### src/rtl/disp_pkg.sv
// ============================================================================
// Module      : disp_pkg
// Description : Shared constants, scan-state enum and BCD-to-segment lookup
//               for the seven-segment display scan controller.
// Revision    : 1.0 - initial release
// ============================================================================
`default_nettype none

package disp_pkg;

    // Active-low pin patterns
    localparam logic [6:0] SEG_OFF  = 7'h7F;
    localparam logic [6:0] SEG_DASH = 7'h3F;
    localparam logic [3:0] AN_OFF   = 4'hF;

    typedef enum logic [1:0] {
        IDLE  = 2'd0,
        BLANK = 2'd1,
        DRIVE = 2'd2
    } scan_state_e;

    // Active-low glyphs, bit order {g,f,e,d,c,b,a}; non-BCD codes show a dash.
    function automatic logic [6:0] bcd_to_seg(input logic [3:0] bcd);
        logic [6:0] seg;
        case (bcd)
            4'd0:    seg = 7'h40;
            4'd1:    seg = 7'h79;
            4'd2:    seg = 7'h24;
            4'd3:    seg = 7'h30;
            4'd4:    seg = 7'h19;
            4'd5:    seg = 7'h12;
            4'd6:    seg = 7'h02;
            4'd7:    seg = 7'h78;
            4'd8:    seg = 7'h00;
            4'd9:    seg = 7'h10;
            default: seg = SEG_DASH;
        endcase
        return seg;
    endfunction

endpackage

`default_nettype wire

### src/rtl/decoder_2x4.sv
// ============================================================================
// Module      : decoder_2x4
// Description : 2-to-4 one-hot decoder (active-high outputs).
// Ports       : sel_i    [1:0] binary select
//               onehot_o [3:0] one-hot result, bit sel_i set
// Revision    : 1.0 - initial release
// ============================================================================
`default_nettype none

module decoder_2x4 (
    input  logic [1:0] sel_i,
    output logic [3:0] onehot_o
);

    always_comb begin
        onehot_o = 4'b0001 << sel_i;
    end

endmodule

`default_nettype wire

### src/rtl/seg7_encode.sv
// ============================================================================
// Module      : seg7_encode
// Description : Combinational BCD to active-low seven-segment encoder.
// Ports       : bcd_i    [3:0] BCD digit (10-15 render as a dash)
//               seg_n_o  [6:0] segments {g,f,e,d,c,b,a}, active-low
// Revision    : 1.0 - initial release
// ============================================================================
`default_nettype none

module seg7_encode
    import disp_pkg::*;
(
    input  logic [3:0] bcd_i,
    output logic [6:0] seg_n_o
);

    assign seg_n_o = bcd_to_seg(bcd_i);

endmodule

`default_nettype wire

### src/rtl/display_scan_ctrl.sv
// ============================================================================
// Module      : display_scan_ctrl
// Description : Time-multiplexed scan controller for a 4-digit common-anode
//               seven-segment display. Each digit slot is REFRESH_DIV cycles:
//               BLANK_CYCLES with all anodes off (anti-ghosting), then the
//               selected anode driven. Digit data is latched at slot start.
// Ports       : clk          system clock
//               rst_n        synchronous active-low reset
//               en           scan enable (0 = dark, restart at digit 0)
//               digits_in    four BCD digits, [3:0] = rightmost
//               dp_in        decimal point request per digit
//               blank_in     force digit dark
//               lz_suppress  leading-zero suppression enable
//               an_n         anodes, active-low
//               seg_n        segments {g,f,e,d,c,b,a}, active-low
//               dp_n         decimal point, active-low
//               frame_done   one-cycle pulse after the digit 3 slot ends
// Options     : DISPLAY_SCAN_DP_BLINK_EN - blink the decimal point, toggling
//               every BLINK_FRAMES frames.
// Revision    : 1.0 - initial release
// ============================================================================
`default_nettype none

module display_scan_ctrl
    import disp_pkg::*;
#(
    parameter int REFRESH_DIV  = 100000,
    parameter int BLANK_CYCLES = 1000,
    parameter int BLINK_FRAMES = 125
) (
    input  logic        clk,
    input  logic        rst_n,
    input  logic        en,
    input  logic [15:0] digits_in,
    input  logic [3:0]  dp_in,
    input  logic [3:0]  blank_in,
    input  logic        lz_suppress,
    output logic [3:0]  an_n,
    output logic [6:0]  seg_n,
    output logic        dp_n,
    output logic        frame_done
);

    localparam int CNT_W = (REFRESH_DIV > 1) ? $clog2(REFRESH_DIV) : 1;
    localparam logic [CNT_W-1:0] C_BLANK_LAST = CNT_W'(BLANK_CYCLES - 1);
    localparam logic [CNT_W-1:0] C_SLOT_LAST  = CNT_W'(REFRESH_DIV - 1);

    scan_state_e      state_q, state_d;
    logic [1:0]       idx_q, idx_d;
    logic [CNT_W-1:0] cnt_q, cnt_d;
    logic             dark_q, dark_d;
    logic [3:0]       an_n_q, an_n_d;
    logic [6:0]       seg_n_q, seg_n_d;
    logic             dp_n_q, dp_n_d;
    logic             frame_done_q, frame_done_d;

    logic [1:0]       w_entry_idx;
    logic [3:0]       w_entry_digit;
    logic [6:0]       w_entry_seg;
    logic             w_entry_lz_dark;
    logic [3:0]       w_onehot;
    logic             w_phase_next;

    // A slot is only ever entered from IDLE (digit 0) or from the end of the
    // previous DRIVE, so the entering index is known without the FSM output.
    assign w_entry_idx   = (state_q == DRIVE) ? (idx_q + 2'd1) : 2'd0;
    assign w_entry_digit = digits_in[{w_entry_idx, 2'b00} +: 4];

    seg7_encode u_seg7_encode (
        .bcd_i   (w_entry_digit),
        .seg_n_o (w_entry_seg)
    );

    decoder_2x4 u_decoder_2x4 (
        .sel_i    (idx_q),
        .onehot_o (w_onehot)
    );

    // A digit is a leading zero when it and every more-significant digit is 0.
    always_comb begin
        w_entry_lz_dark = 1'b0;
        case (w_entry_idx)
            2'd3:    w_entry_lz_dark = (digits_in[15:12] == 4'd0);
            2'd2:    w_entry_lz_dark = (digits_in[15:8]  == 8'd0);
            2'd1:    w_entry_lz_dark = (digits_in[15:4]  == 12'd0);
            default: w_entry_lz_dark = 1'b0;
        endcase
        w_entry_lz_dark = w_entry_lz_dark & lz_suppress;
    end

`ifdef DISPLAY_SCAN_DP_BLINK_EN
    localparam int BLINK_W = (BLINK_FRAMES > 1) ? $clog2(BLINK_FRAMES) : 1;
    localparam logic [BLINK_W-1:0] C_BLINK_LAST = BLINK_W'(BLINK_FRAMES - 1);

    logic [BLINK_W-1:0] blink_cnt_q, blink_cnt_d;
    logic               phase_q, phase_d;
    logic               w_frame_end;

    assign w_frame_end = en && (state_q == DRIVE) && (idx_q == 2'd3)
                         && (cnt_q == C_SLOT_LAST);

    always_comb begin
        blink_cnt_d = blink_cnt_q;
        phase_d     = phase_q;
        if (!en) begin
            blink_cnt_d = '0;
            phase_d     = 1'b1;
        end else if (w_frame_end) begin
            if (blink_cnt_q == C_BLINK_LAST) begin
                blink_cnt_d = '0;
                phase_d     = ~phase_q;
            end else begin
                blink_cnt_d = blink_cnt_q + 1'b1;
            end
        end
    end

    always_ff @(posedge clk) begin
        if (!rst_n) begin
            blink_cnt_q <= '0;
            phase_q     <= 1'b1;
        end else begin
            blink_cnt_q <= blink_cnt_d;
            phase_q     <= phase_d;
        end
    end

    // Next phase, so a slot starting on a frame boundary sees the new phase.
    assign w_phase_next = phase_d;
`else
    // No blinking: the point follows dp_in; the blink period has no effect.
    assign w_phase_next = (BLINK_FRAMES >= 0) | 1'b1;
`endif

    // Next-state and registered-output logic. Outputs are computed for the
    // state being entered so they line up with state_q after the edge.
    always_comb begin
        state_d      = state_q;
        idx_d        = idx_q;
        cnt_d        = cnt_q;
        dark_d       = dark_q;
        an_n_d       = AN_OFF;
        seg_n_d      = seg_n_q;
        dp_n_d       = dp_n_q;
        frame_done_d = 1'b0;

        if (!en) begin
            state_d = IDLE;
            idx_d   = 2'd0;
            cnt_d   = '0;
            seg_n_d = SEG_OFF;
            dp_n_d  = 1'b1;
        end else begin
            case (state_q)
                IDLE: begin
                    state_d = BLANK;
                    idx_d   = 2'd0;
                    cnt_d   = '0;
                end
                BLANK: begin
                    cnt_d = cnt_q + 1'b1;
                    if (cnt_q == C_BLANK_LAST) begin
                        state_d = DRIVE;
                        an_n_d  = dark_q ? AN_OFF : ~w_onehot;
                    end
                end
                DRIVE: begin
                    if (cnt_q == C_SLOT_LAST) begin
                        state_d      = BLANK;
                        cnt_d        = '0;
                        idx_d        = w_entry_idx;
                        frame_done_d = (idx_q == 2'd3);
                    end else begin
                        cnt_d  = cnt_q + 1'b1;
                        an_n_d = dark_q ? AN_OFF : ~w_onehot;
                    end
                end
                default: begin
                    state_d = IDLE;
                    idx_d   = 2'd0;
                    cnt_d   = '0;
                    seg_n_d = SEG_OFF;
                    dp_n_d  = 1'b1;
                end
            endcase

            // Slot entry: latch this digit's glyph, point and darkness.
            if (state_d == BLANK && state_q != BLANK) begin
                seg_n_d = w_entry_seg;
                dp_n_d  = ~(dp_in[w_entry_idx] & w_phase_next);
                dark_d  = blank_in[w_entry_idx] | w_entry_lz_dark;
            end
        end
    end

    always_ff @(posedge clk) begin
        if (!rst_n) begin
            state_q      <= IDLE;
            idx_q        <= 2'd0;
            cnt_q        <= '0;
            dark_q       <= 1'b0;
            an_n_q       <= AN_OFF;
            seg_n_q      <= SEG_OFF;
            dp_n_q       <= 1'b1;
            frame_done_q <= 1'b0;
        end else begin
            state_q      <= state_d;
            idx_q        <= idx_d;
            cnt_q        <= cnt_d;
            dark_q       <= dark_d;
            an_n_q       <= an_n_d;
            seg_n_q      <= seg_n_d;
            dp_n_q       <= dp_n_d;
            frame_done_q <= frame_done_d;
        end
    end

    assign an_n       = an_n_q;
    assign seg_n      = seg_n_q;
    assign dp_n       = dp_n_q;
    assign frame_done = frame_done_q;

endmodule

`default_nettype wire

### config.mk
export PLATFORM = sky130hd
export DESIGN_NAME = display_scan_ctrl
export DESIGN_NICKNAME = d
export VERILOG_FILES = /design/src/rtl/disp_pkg.sv /design/src/rtl/decoder_2x4.sv /design/src/rtl/seg7_encode.sv /design/src/rtl/display_scan_ctrl.sv
export SDC_FILE = /design/constraint.sdc
export NUM_CORES = 1
export LEC_CHECK = 0
export BUFFER_PORTS_ARGS = -buffer_cell sky130_fd_sc_hd__buf_4
export CAP_MARGIN = 20
export CORE_MARGIN = 3
export CORE_UTILIZATION = 43
export DETAILED_ROUTE_END_ITERATION = 8
export PLACE_DENSITY_LB_ADDON = 0.15
export SLEW_MARGIN = 30
export SYNTH_ARGS = -nofsm -noshare
export SYNTH_HDL_FRONTEND = slang
export SYNTH_SLANG_ARGS = --single-unit
### constraint.sdc
create_clock -name clk -period 3.9 [get_ports clk]
set_input_delay 0.195 -clock clk [delete_from_list [all_inputs] [get_ports clk]]
set_output_delay 0.195 -clock clk [all_outputs]
set_load 0.02 [all_outputs]
After elaboration in Yosys (flattened, before gate mapping) --
Memories as Yosys holds them, arrays and structs flattened. Cells that the tools add are included.
Word-level totals: flip-flop bits (word level) 35, memory bits (read-only) 112, output and inout bits 13, logic and storage cells 63, memories kept 1
Operators by class: add/subtract/negate cells 2, magnitude comparators 1, equality and inequality tests 12, shift-type cells 2, muxes and demuxes 22, bitwise logic cells 5, reduce and logical (&&, ||, !) cells 10
Memory list:
- (no name shown) | words 16, width 7, read ports 1, clocked after memory_dff 0, wr ports 0, line disp_pkg.sv:25 | case (bcd)
Operators by type and width (number):
- one-hot mux 17 bit (2 select lines) | 1
- adder 17 x 1 -> 17 bit, second input constant | 1
- == test 17 x 10 -> 1 bit, second input constant | 1
- == test 17 bit, second input constant | 1
- 2-to-1 mux 17 bit | 1
- variable part select 16 x 5 -> 4 bit | 1
- 2-to-1 mux 7 bit | 2
- logical NOT 12 bit | 1
- 2-to-1 mux 4 bit | 3
- 2-to-1 mux 2 bit | 5
- == test 2 bit, second input constant | 4
- logical NOT 8 bit | 1
- one-hot mux 4 bit (2 select lines) | 1
- == test 2 x 1 -> 1 bit, second input constant | 3
- != test 2 x 1 -> 1 bit, second input constant | 3
- one-hot mux 2 bit (3 select lines) | 1
- AND reduction 2 bit | 3
- binary-select mux 1 bit (select 2 bit) | 2
- logical NOT 4 bit | 1
- 2-to-1 mux 1 bit | 4
- NOT 4 bit | 1
- one-hot mux 2 bit (2 select lines) | 1
- AND reduction 4 bit | 1
- left shift 1 x 2 -> 4 bit, first input constant | 1
- 9 further kinds | 10

Logic depth before layout (Yosys ltp) --
Gate-level depths: netlist (run 1).
depth after elaboration 7, depth in mapped cells 13, gate-level depth less buffers 10

By module --
From an unflattened synthesis (run 1), not the netlist that was laid out.
Unflattened totals: cell total of the unflattened synthesis 254, area, all modules 2143.3 um^2
By module, submodules not included:
- display_scan_ctrl | times used 1, cells an instance 219, area an instance 1876.8 um^2, seq. area each 700.7 um^2
- seg7_encode | times used 1, cells an instance 31, area an instance 240.2 um^2, seq. area each 0.0 um^2
- decoder_2x4 | times used 1, cells an instance 4, area an instance 26.3 um^2, seq. area each 0.0 um^2

Worst setup path before layout (run 1) --
OpenSTA, ideal clock, no wires.
path kind reg-to-reg, start reg idx_q[0], end reg seg_n_q[5] (netlist: seg_n[5]), arrival 2.934 ns, required time 3.752 ns, setup slack 0.818 ns, cell stages (with the launch flop) 13, path buffers 3, path through dfxtp_1 clkbuf_1 inv_1 ha_1 clkbuf_1 buf_1 mux2_2 o22ai_1 a21oi_1 ha_1 or3_1 a21oi_1 o221ai_1
Between the ends: longest elaborated chain between the ends 5
RTL lines:
- start: declaration | line display_scan_ctrl.sv:49 | logic [1:0] idx_q, idx_d;
- start signal: assignment | line display_scan_ctrl.sv:208 | idx_q <= idx_d;
- adder 2 x 1 -> 2 bit | line display_scan_ctrl.sv:66 | assign w_entry_idx = (state_q == DRIVE) ? (idx_q + 2'd1) : 2'd0;
- 2-to-1 mux 2 bit | line display_scan_ctrl.sv:66
- variable part select 16 x 5 -> 4 bit | line display_scan_ctrl.sv:67 | assign w_entry_digit = digits_in[{w_entry_idx, 2'b00} +: 4];
- memory (16 x 7 bit)
- 2-to-1 mux 7 bit | line display_scan_ctrl.sv:188 | if (state_d == BLANK && state_q != BLANK) begin
- end signal: assignment | line display_scan_ctrl.sv:212 | seg_n_q <= seg_n_d;
- end: declaration | line display_scan_ctrl.sv:53 | logic [6:0] seg_n_q, seg_n_d;
Every way passes these cells. A chain may end at the register's enable or synchronous reset.

Worst setup path in the final report (run 1) --
Ends and elaborated chain as after synthesis.

==> results.md, run 1 <==
- Final Max Tran Viols: 0
- Number of flops mapped to enable cells by yosys: 0
- RSZ-0062 raised after global routing: no
- Synth Instances: approximately 250
- Post-route DRC: 0
- Critical R2R Launch: idx_q[0]
- Post-CTS setup buffer count: 0
- Clk_lat worst skew: between 0.2 and 0.3 ns
- Peak VDD IR: 0.000128 V
- Worst slack, placed: a little over 0.8 ns
- Ratio of cells with drive above 1 in the final layout: a little over a fifth
- Post-synthesis cell area: between 2000 and 2500 um2
- Root Buffer: clkbuf_8
- Die width: 75.3 um
- Drt pass-1 iters: 4
- Leak: between 0.0009 and 0.001 uW
- Gpl congestion: 0.801
- H-tree level count: 2
- First-pass GRT wire length: slightly below 8000 um
- Starting Density: 45.8%
- Worst Setup End Kind: register
- Final setup margin: between 0.7 and 0.8 ns
- Hold_sp: en
- Setup Skew: about 0.0048 ns
- Power per standard cell area: 318 nW/um2
- Largest net degree at the start of global routing: 22
- Final Cycle Share: approximately four fifths
- Worst hold path depth: 2
- Chip height: 75.3 um
- Largest fanout on the critical path: 18
- Endpoints failing hold: 0
- Antenna Nets Post-Route: 0
- Synth Register Bits: 35
- Post-synth top flop: dfxtp_1
- I/O pin count: 41
- Worst slew margin: roughly 55%
- WS Path Type: register to register
- CTS tree: built
- Commonest non-fill, non-tap cell in the layout: buf_4
- Tot GR Track Use: approximately 17%
- MaxCap Viol Count: 0
- Via-per-instance ratio: around 5.4
- Resize count post-CTS: 0
- Initial antenna violation count: 0
- IO buf count: 40
- Syn Area/Cell: 8.39 um2
- Slew @ Worst Pin: between 0.6 and 0.7 ns
- Post-CTS Hold Fix Bufs: 0
- Syn nets: 288
- Drt initial violations: 95
- Clock sinks: 35
- Net count, final: about 330
- Cell Rows: 24
- Remaining global-route overflow: 0
- Final WL: roughly 4600 um
- Final HPWL from detailed placement: 3500 um
- Post-synth cell types: 47
- Status: finished clean
- Worst hold path endpoint: dark_q
- CP Launch Type: register
- Worst EP arrival: approximately 3.3 ns
- Vias in the first global route: around 1.7k
- CTS Buffer Depth: 2
- Commonest non-fill, non-tap cells in the layout: 42 x buf_4, 35 x dfxtp_1, 32 x nor2_1
- Via count: 1,840
- TritonCTS buffer count: 5
- Area growth from synthesis to final layout: 21.6%
- Post-DR wirelength/cell: between 10 and 15 um
- CTS clk-pin slew, worst paths: approximately 0.070 ns
- Placeable Area: around 4500 um2
- Yosys warns: 0
- FF-to-FF setup slack: 0.76 ns
- Minimum clock period: between 3 and 4 ns
- Post-synth ARST share: 0%
- Hold crit path type: input port to register
- R2R depth: 11
- Post-Route Setup TNS: 0 ns
- Register area share after synthesis: 33.9%
- Reg2reg end: seg_n[5]
- Ant. Diodes: 0
- Final setup vio count: 0
- Die ar.: ~5700 um2
- Crit path required time: 4.05 ns
- F_max: between 0.3 and 0.4 GHz
-- critical path, cell delays in order (launching register included) --
cell	delay (ns)
dfxtp_1	0.31
buf_4	0.19
inv_1	0.08
ha_1	0.62
mux2_2	0.40
a21oi_1	0.18
and2_1	0.25
inv_1	0.10
ha_1	0.20
or3_1	0.38
a21oi_1	0.14
o221ai_1	0.13
-- cells in the mapped netlist, types with 3 or more instances --
library cell | n | area [um2]
nand2_1 | 11 | 41.3
nand4_1 | 3 | 18.8
o221ai_1 | 6 | 52.6
ha_1 | 14 | 175
nor2b_1 | 10 | 62.6
clkbuf_1 | 4 | 15.0
xor2_1 | 7 | 61.3
nor2_1 | 32 | 120
o22ai_1 | 4 | 25.0
a21oi_1 | 16 | 80.1
nor3_1 | 8 | 40.0
mux2_2 | 5 | 56.3
o21ai_0 | 10 | 50.1
a211oi_1 | 4 | 30.0
inv_1 | 10 | 37.5
nand2b_1 | 4 | 25.0
and3_1 | 7 | 43.8
dfxtp_1 | 35 | 701
nor4_1 | 7 | 43.8
xnor2_1 | 8 | 70.1
nand3_1 | 8 | 40.0
-- registers in the layout (all words and copies together), names as in the netlist --
name / flops
dp_n: 1
frame_done: 1
an_n: 4
dark_q: 1
idx_q: 2
seg_n: 7
state_q: 2
cnt_q: 17
-- power by group --
part,internal [uW],switching [uW],leakage [uW]
Clock,190,138,0.0000581
Sequential,365,5.21,0.000284
Combinational,48.9,51.6,0.000626
-- area by class of cell --
cell class / instances / area (um2)
clock buffer: 5 / 68.8
inverter: 10 / 37.5
timing repair buffer: 42 / 315
fill: 455 / 1990
tap: 52 / 65.1
sequential: 35 / 701
clock inverter: 3 / 43.8
multi-input combinational: 192 / 1280
-- how the worst max path moves through the flow --
| stage | start | to | slack (ns) | cells past startpoint |
|---|---|---|---|---|
| after detailed placement | idx_q[0] | seg_n[5] | 0.82 | 11 |
| final | idx_q[0] | seg_n[5] | 0.76 | 11 |
| after global placement | idx_q[0] | seg_n[5] | 0.86 | 11 |
| after CTS | idx_q[0] | seg_n[5] | 0.78 | 11 |
| after global routing | idx_q[0] | seg_n[5] | 0.51 | 11 |
| after floorplan | idx_q[0] | seg_n[5] | 0.82 | 12 |
-- per-stage QoR --
step	instance area, um2	cells	utilization, %	hold slack [ns]	total power [uW]
after floorplan	2060	246	-	0.299	436
after global placement	2400	331	53.3	0.420	478
after detailed placement	2400	331	53.3	0.423	479
after CTS	2510	339	55.8	0.117	808
after global routing	2510	339	55.8	0.120	839
final	2510	339	55.8	0.126	800
-- metal layers --
layer,global-route usage [%],vias up,wire length [um]
li1,-,969,-
met1,25.7,828,2410
met2,25.5,37,1980
met3,4.49,6,200
met4,3.50,0,40
met5,0,-,0
-- cells by family (layout without fill, tap and decap cells) --
kind of cell,Yosys count,after routing,synth area share (%)
simple gates,105,105,27.6
compound gates,52,52,16.3
flops,35,35,33.9
buf+inv,19,60,4.06
xor+xnor,15,15,6.36
fa+ha+maj,14,14,8.48
mux,6,6,3.21
Note: power is estimated with default switching activity, not from simulation.
==> inputs of run 2 (changes only) <==
Clock period 3.9 ns to 2.9 ns, I/O delays scaled along.
==> run 2 against run 1 <==
  * Global-route usage rose by 1.4 points
  * Sequential share of layout area fell by 0.34 points
  * Clock skew rose by 0.0027 ns
  * Die area did not move
  * Register-to-register slack got worse by 0.52 ns
  * Non-clock buffer count rose by 4
  * First-iteration DRC count fell by 7.4%
  * Setup slack got worse by 0.52 ns
  * Sequential power rose by 34%
  * Critical endpoint unchanged
==> results.md, run 2 (synthesis results as in run 1) <==
- Status: finished clean
- Gpl congestion: 0.852 (+6.3%)
- Minimum clock period: 2.67 ns (-0.478 ns)
- Largest fanout on the critical path: 17 (-1)
- Area growth from synthesis to final layout: 23.2%
- Clock sinks: 35 (unchanged)
- Endpoints failing hold: 0 (unchanged)
- Slew @ Worst Pin: 0.583 ns (-0.0950 ns)
- Peak VDD IR: 0.000322 V (+150%)
- Starting Density: 45.8% (unchanged)
- First-pass GRT wire length: 8370 um (+7.6%)
- Int Pwr: 816 uW (+35%)
- Die ar.: 5670 um2 (unchanged)
- Chip height: 75.3 um (unchanged)
- CTS Buffer Depth: 2 (unchanged)
- Via count: 1,847 (+0.38%)
- Largest stage delay, worst path: 0.39 ns (-0.23 ns)
- Final setup vio count: 0 (unchanged)
- Worst slew margin: 61.1% (+6.3 points)
- Max reg flops: 17 (unchanged)
- Root Buffer: clkbuf_8
- F_max: 0.375 GHz (+18%)
- Initial antenna violation count: 0 (unchanged)
- Leak: 0.000989 uW (+2.2%)
- Hold crit path type: input port to register
- CP max stage cell: dfxtp_1
- Ratio of cells with drive above 1 in the final layout: 22.7% (+1.4 points)
- Final HPWL from detailed placement: 3760 um (+7.5%)
- Final Max Tran Viols: 0 (unchanged)
- Post-Route Setup TNS: 0 ns (unchanged)
- Ant. Diodes: 0 (unchanged)
- Final WL: 4870 um (+5.0%)
- Worst EP arrival: 2.81 ns (-0.48 ns)
- Power per standard cell area: 425 nW/um2 (+34%)
- Post-route DRC: 0 (unchanged)
- Finished Layout Cells: 343 (+1.2%)
- TritonCTS buffer count: 5 (unchanged)
- CP Launch Type: register
- Largest net degree at the start of global routing: 18 (-18%)
- Cell count after placement: 335 (+1.2%)
- Clk pwr share: 41.1% (about the same)
- Post-CTS Hold Fix Bufs: 0 (unchanged)
- Remaining global-route overflow: 0 (unchanged)
- CP cell instances: inv_1, ha_1, buf_4, and3_1, o21ai_0, and2_2, inv_1, ha_1, or3_1, a21oi_1, o221ai_1
- Worst Setup End Kind: register
- Final Cycle Share: 91.9% (+11 points)
- Commonest non-fill, non-tap cells in the layout: 46 x buf_4, 35 x dfxtp_1, 32 x nor2_1
- Commonest non-fill, non-tap cell in the layout: buf_4
- MaxCap Viol Count: 0 (unchanged)
- IO buf count: 40 (unchanged)
- Die width: 75.3 um (unchanged)
- CTS clk-pin slew, worst paths: 0.07 ns (about the same)
- Switching part of the total: 24.5% (+0.14 points)
- Tot GR Track Use: 18.8% (+1.4 points)
- Fin util: 56.4% (+0.69 points)
- H-tree level count: 2 (unchanged)
- Post-DR wirelength/cell: 14.2 um (+3.8%)
- RSZ-0062 raised after global routing: no
- Biggest register: cnt_q
- Vias in the first global route: 1,824 (+9.2%)
- Clk_lat worst skew: 0.29 ns (about the same)
- Net count, final: 332 (+1.2%)
- Sw Pwr: 265 uW (+36%)
- Comb power frac: 12.8% (+0.2 points)
- I/O pin count: 41 (unchanged)
- Crit path required time: 3.05 ns (-1.00 ns)
- Via-per-instance ratio: 5.38 (-0.79%)
- Cell Rows: 24 (unchanged)
- CTS tree: built
- Placeable Area: 4500 um2 (unchanged)
- Antenna Nets Post-Route: 0 (unchanged)
- WS Path Type: register to register
- Drt initial violations: 88 (-7.4%)
- Drt pass-1 iters: 4 (unchanged)
- Share of power burned in registers: 46.1% (-0.2 points)
- Setup Skew: 0.00749 ns (+0.00270 ns)
-- run 2: critical path, delay by kind of cell (launching register included) --
| kind | cells | cell delay, ns |
|---|---|---|
| adders and majority gates | 2 | 0.50 |
| and+or+nand+nor | 3 | 0.80 |
| AOI/OAI and AO/OA | 3 | 0.46 |
| buffers and inverters | 3 | 0.37 |
| DFF | 1 | 0.39 |
-- run 2: power by group through the flow --
stage / clock (uW) / combinational, uW / sequential (uW)
final: 444 / 139 / 498
after global routing: 470 / 154 / 500
after CTS: 447 / 139 / 498
after detailed placement: 0 / 139 / 509
after global placement: 0 / 139 / 509
after floorplan: 0 / 67.3 / 519
-- run 2: path summary, 6_finish.rpt --
kind / cells past startpoint / start / endpoint / slack, ns
max: 11 / idx_q[1] / seg_n[5] / 0.23
min: 2 / en / dark_q / 0.07
max reg2reg: 11 / idx_q[1] / seg_n[5] / 0.23
min reg2reg: 1 / cnt_q[0] / cnt_q[0] / 0.47
-- run 2: layout make-up --
type,count,area [um2]
Clock buffer,5,68.8
Fill cell,412,1960
Inverter,10,37.5
Timing Repair Buffer,46,345
Tap cell,52,65.1
Clock inverter,3,43.8
Multi-Input combinational cell,192,1280
Sequential cell,35,701
-- run 2: layer usage --
layer	global-route usage, %	routed length [um]	share of wire [%]
met1	25.6	2320	48
met2	30.6	2290	47
met3	4.35	226	4.6
met4	3.88	27	0.55
met5	0	0	0
-- run 2: timing repair --
| item | CTS | global route |
|---|---|---|
| resized for setup | 0 | 1 |
| endpoints found under the setup margin | 0 | 1 |
| setup buffers | 0 | 0 |
-- run 2: through the flow --
step / instance area [um2] / hold slack, ns / total power [uW] / setup WS, ns
final: 2540 / 0.0654 / 1080 / 0.234
after global routing: 2540 / 0.0681 / 1120 / 0.0150
after CTS: 2540 / 0.0578 / 1080 / 0.166
after detailed placement: 2430 / 0.370 / 648 / 0.188
after global placement: 2430 / 0.368 / 648 / 0.304
after floorplan: 2070 / 0.249 / 587 / 0.0751
==> inputs of run 3 (changes only) <==
--- a/config.mk
+++ b/config.mk
@@ -11,4 +11,5 @@
 export CORE_UTILIZATION = 43
 export DETAILED_ROUTE_END_ITERATION = 8
+export MAX_ROUTING_LAYER = met4
 export PLACE_DENSITY_LB_ADDON = 0.15
 export SLEW_MARGIN = 30
@@ -16,2 +17,3 @@
 export SYNTH_HDL_FRONTEND = slang
 export SYNTH_SLANG_ARGS = --single-unit
+export TNS_END_PERCENT = 5
==> constraint.sdc (replaced) <==
create_clock -name clk -period 2.9 [get_ports clk]
set_input_delay 0.145 -clock clk [delete_from_list [all_inputs] [get_ports clk]]
set_output_delay 0.145 -clock clk [all_outputs]
set_load 0.01 [all_outputs]
==> run 3 against run 2 <==
  * Via count increased by 0.11%
  * Wire length decreased by 0.18%
  * Die area unchanged
  * Flip-flop and latch count unchanged
  * Combinational power decreased by 5%
  * Core utilization unchanged
  * Global-route usage increased by 0.49 points
  * Design area unchanged
  * Clock skew about the same
  * Cell count unchanged
  * Critical path depth unchanged
  * Maximum frequency about the same
  * Critical path type unchanged
  * Highest routed layer unchanged
==> results.md, run 3 (synthesis results as in run 1) <==
- TritonCTS buffer count: 5 (unchanged)
- Final HPWL from detailed placement: 3760 um (unchanged)
- WS Path Type: register to register
- Slew @ Worst Pin: 0.578 ns (-0.00524 ns)
- Remaining global-route overflow: 0 (unchanged)
- Final Max Tran Viols: 0 (unchanged)
- Die width: 75.3 um (unchanged)
- I/O pin count: 41 (unchanged)
- Fin util: 56.4% (unchanged)
- Endpoints failing hold: 0 (unchanged)
- Net count, final: 332 (unchanged)
- MaxCap Viol Count: 0 (unchanged)
- Die ar.: 5670 um2 (unchanged)
- F_max: 0.375 GHz (about the same)
- Post-route DRC: 0 (unchanged)
- Post-DR wirelength/cell: 14.2 um (-0.18%)
- Biggest register: cnt_q
- Vias in the first global route: 1,822 (-0.11%)
- Commonest non-fill, non-tap cell in the layout: buf_4
- Tot GR Track Use: 19.3% (+0.49 points)
- Power per standard cell area: 422 nW/um2 (-0.83%)
- Chip height: 75.3 um (unchanged)
- Hold crit path type: input port to register
- Placeable Area: 4500 um2 (unchanged)
- Sw Pwr: 257 uW (-3.3%)
- Root Buffer: clkbuf_8
- Commonest non-fill, non-tap cells in the layout: 46 x buf_4, 35 x dfxtp_1, 32 x nor2_1
- H-tree level count: 2 (unchanged)
- Via-per-instance ratio: 5.39 (+0.11%)
- Max reg flops: 17 (unchanged)
- Minimum clock period: 2.67 ns (+0.00123 ns)
- Comb power frac: 12.3% (-0.5 points)
- CTS clk-pin slew, worst paths: 0.07 ns (about the same)
- Largest fanout on the critical path: 17 (unchanged)
- First-pass GRT wire length: 8350 um (-0.24%)
- Leak: 0.000989 uW (unchanged)
- Largest net degree at the start of global routing: 18 (unchanged)
- Share of power burned in registers: 46.5% (+0.4 points)
- Worst EP arrival: 2.81 ns (about the same)
- Clk pwr share: 41.2% (about the same)
- Cell Rows: 24 (unchanged)
- Via count: 1,849 (+0.11%)
- Final WL: 4860 um (-0.18%)
- Switching part of the total: 23.9% (-0.60 points)
- Final Cycle Share: 92.0% (about the same)
- Ratio of cells with drive above 1 in the final layout: 22.7% (unchanged)
- Antenna Nets Post-Route: 0 (unchanged)
- Clk_lat worst skew: 0.29 ns (about the same)
- Gpl congestion: 0.865 (+1.6%)
- Drt initial violations: 88 (unchanged)
- Worst Setup End Kind: register
- Clock sinks: 35 (unchanged)
- Post-Route Setup TNS: 0 ns (unchanged)
- Initial antenna violation count: 0 (unchanged)
- Ant. Diodes: 0 (unchanged)
- Final setup vio count: 0 (unchanged)
- Area growth from synthesis to final layout: 23.2% (unchanged)
- Drt pass-1 iters: 5 (+1)
- Worst slew margin: 61.5% (+0.35 points)
- Fillers: 412 (unchanged)
- CP Launch Type: register
- CTS tree: built
- Status: finished clean
- Starting Density: 45.8% (unchanged)
- Post-CTS setup buffer count: 0 (unchanged)
- Crit path required time: 3.05 ns (about the same)
- Int Pwr: 815 uW (about the same)
- IO buf count: 40 (unchanged)
- RSZ-0062 raised after global routing: no
- Setup Skew: 0.00742 ns (-0.0000722 ns)
- Peak VDD IR: 0.000322 V (about the same)
- CTS Buffer Depth: 2 (unchanged)
==> run 3: path summary, 6_finish.rpt <==
check / endpoint / slack, ns / cells past startpoint / startpoint
worst max-delay path: seg_n[5] / 0.23 / 11 / idx_q[1]
worst min-delay path: dark_q / 0.06 / 2 / en
worst max register to register: seg_n[5] / 0.23 / 11 / idx_q[1]
worst min register to register: cnt_q[0] / 0.47 / 1 / cnt_q[0]
==> run 3: per-layer routing <==
layer | wire, um | global-route usage (%)
met5 | 0 | -
met2 | 2300 | 30.6
met3 | 226 | 3.56
met4 | 27 | 4.47
met1 | 2300 | 25.6
==> run 3: critical path: stages, from the launching register on <==
cell      delay [ns]
dfxtp_1         0.39
inv_1           0.09
ha_1            0.32
buf_4           0.21
and3_1          0.19
o21ai_0         0.19
and2_2          0.23
inv_1           0.08
ha_1            0.18
or3_1           0.38
a21oi_1         0.14
o221ai_1        0.13
==> run 3: area by class of cell <==
| type | instances | area, um2 | area share (%) |
|---|---|---|---|
| multi-input combinational | 192 | 1280 | 50.4 |
| timing repair buffer | 46 | 345 | 13.6 |
| sequential | 35 | 701 | 27.6 |
| clock inverter | 3 | 43.8 | 1.72 |
| inverter | 10 | 37.5 | 1.48 |
| clock buffer | 5 | 68.8 | 2.71 |
| tap | 52 | 65.1 | 2.56 |
==> run 3: what timing repair did <==
action                                  in CTS  in global routing
endpoints found under the setup margin       0                  1
hold buffers                                 0                  0
gates resized for setup                      0                  1
==> run 3: power by group through the flow <==
stage,Combinational (uW),Clock [uW],Sequential [uW]
after CTS,132,447,498
after floorplan,67.3,0,513
final,132,442,498
after detailed placement,132,0,509
after global placement,132,0,509
after global routing,148,468,500
==> run 3: stage by stage <==
stage	instance area (um2)	cells	power (uW)	setup slack [ns]	hold WS [ns]
5_1_grt	2540	343	1110	0.0150	0.0715
2_1_floorplan	2070	246	580	0.0751	0.249
3_5_place_dp	2430	335	642	0.188	0.370
3_3_place_gp	2430	335	641	0.304	0.368
4_1_cts	2540	343	1080	0.166	0.0578
6_report	2540	343	1070	0.232	0.0643
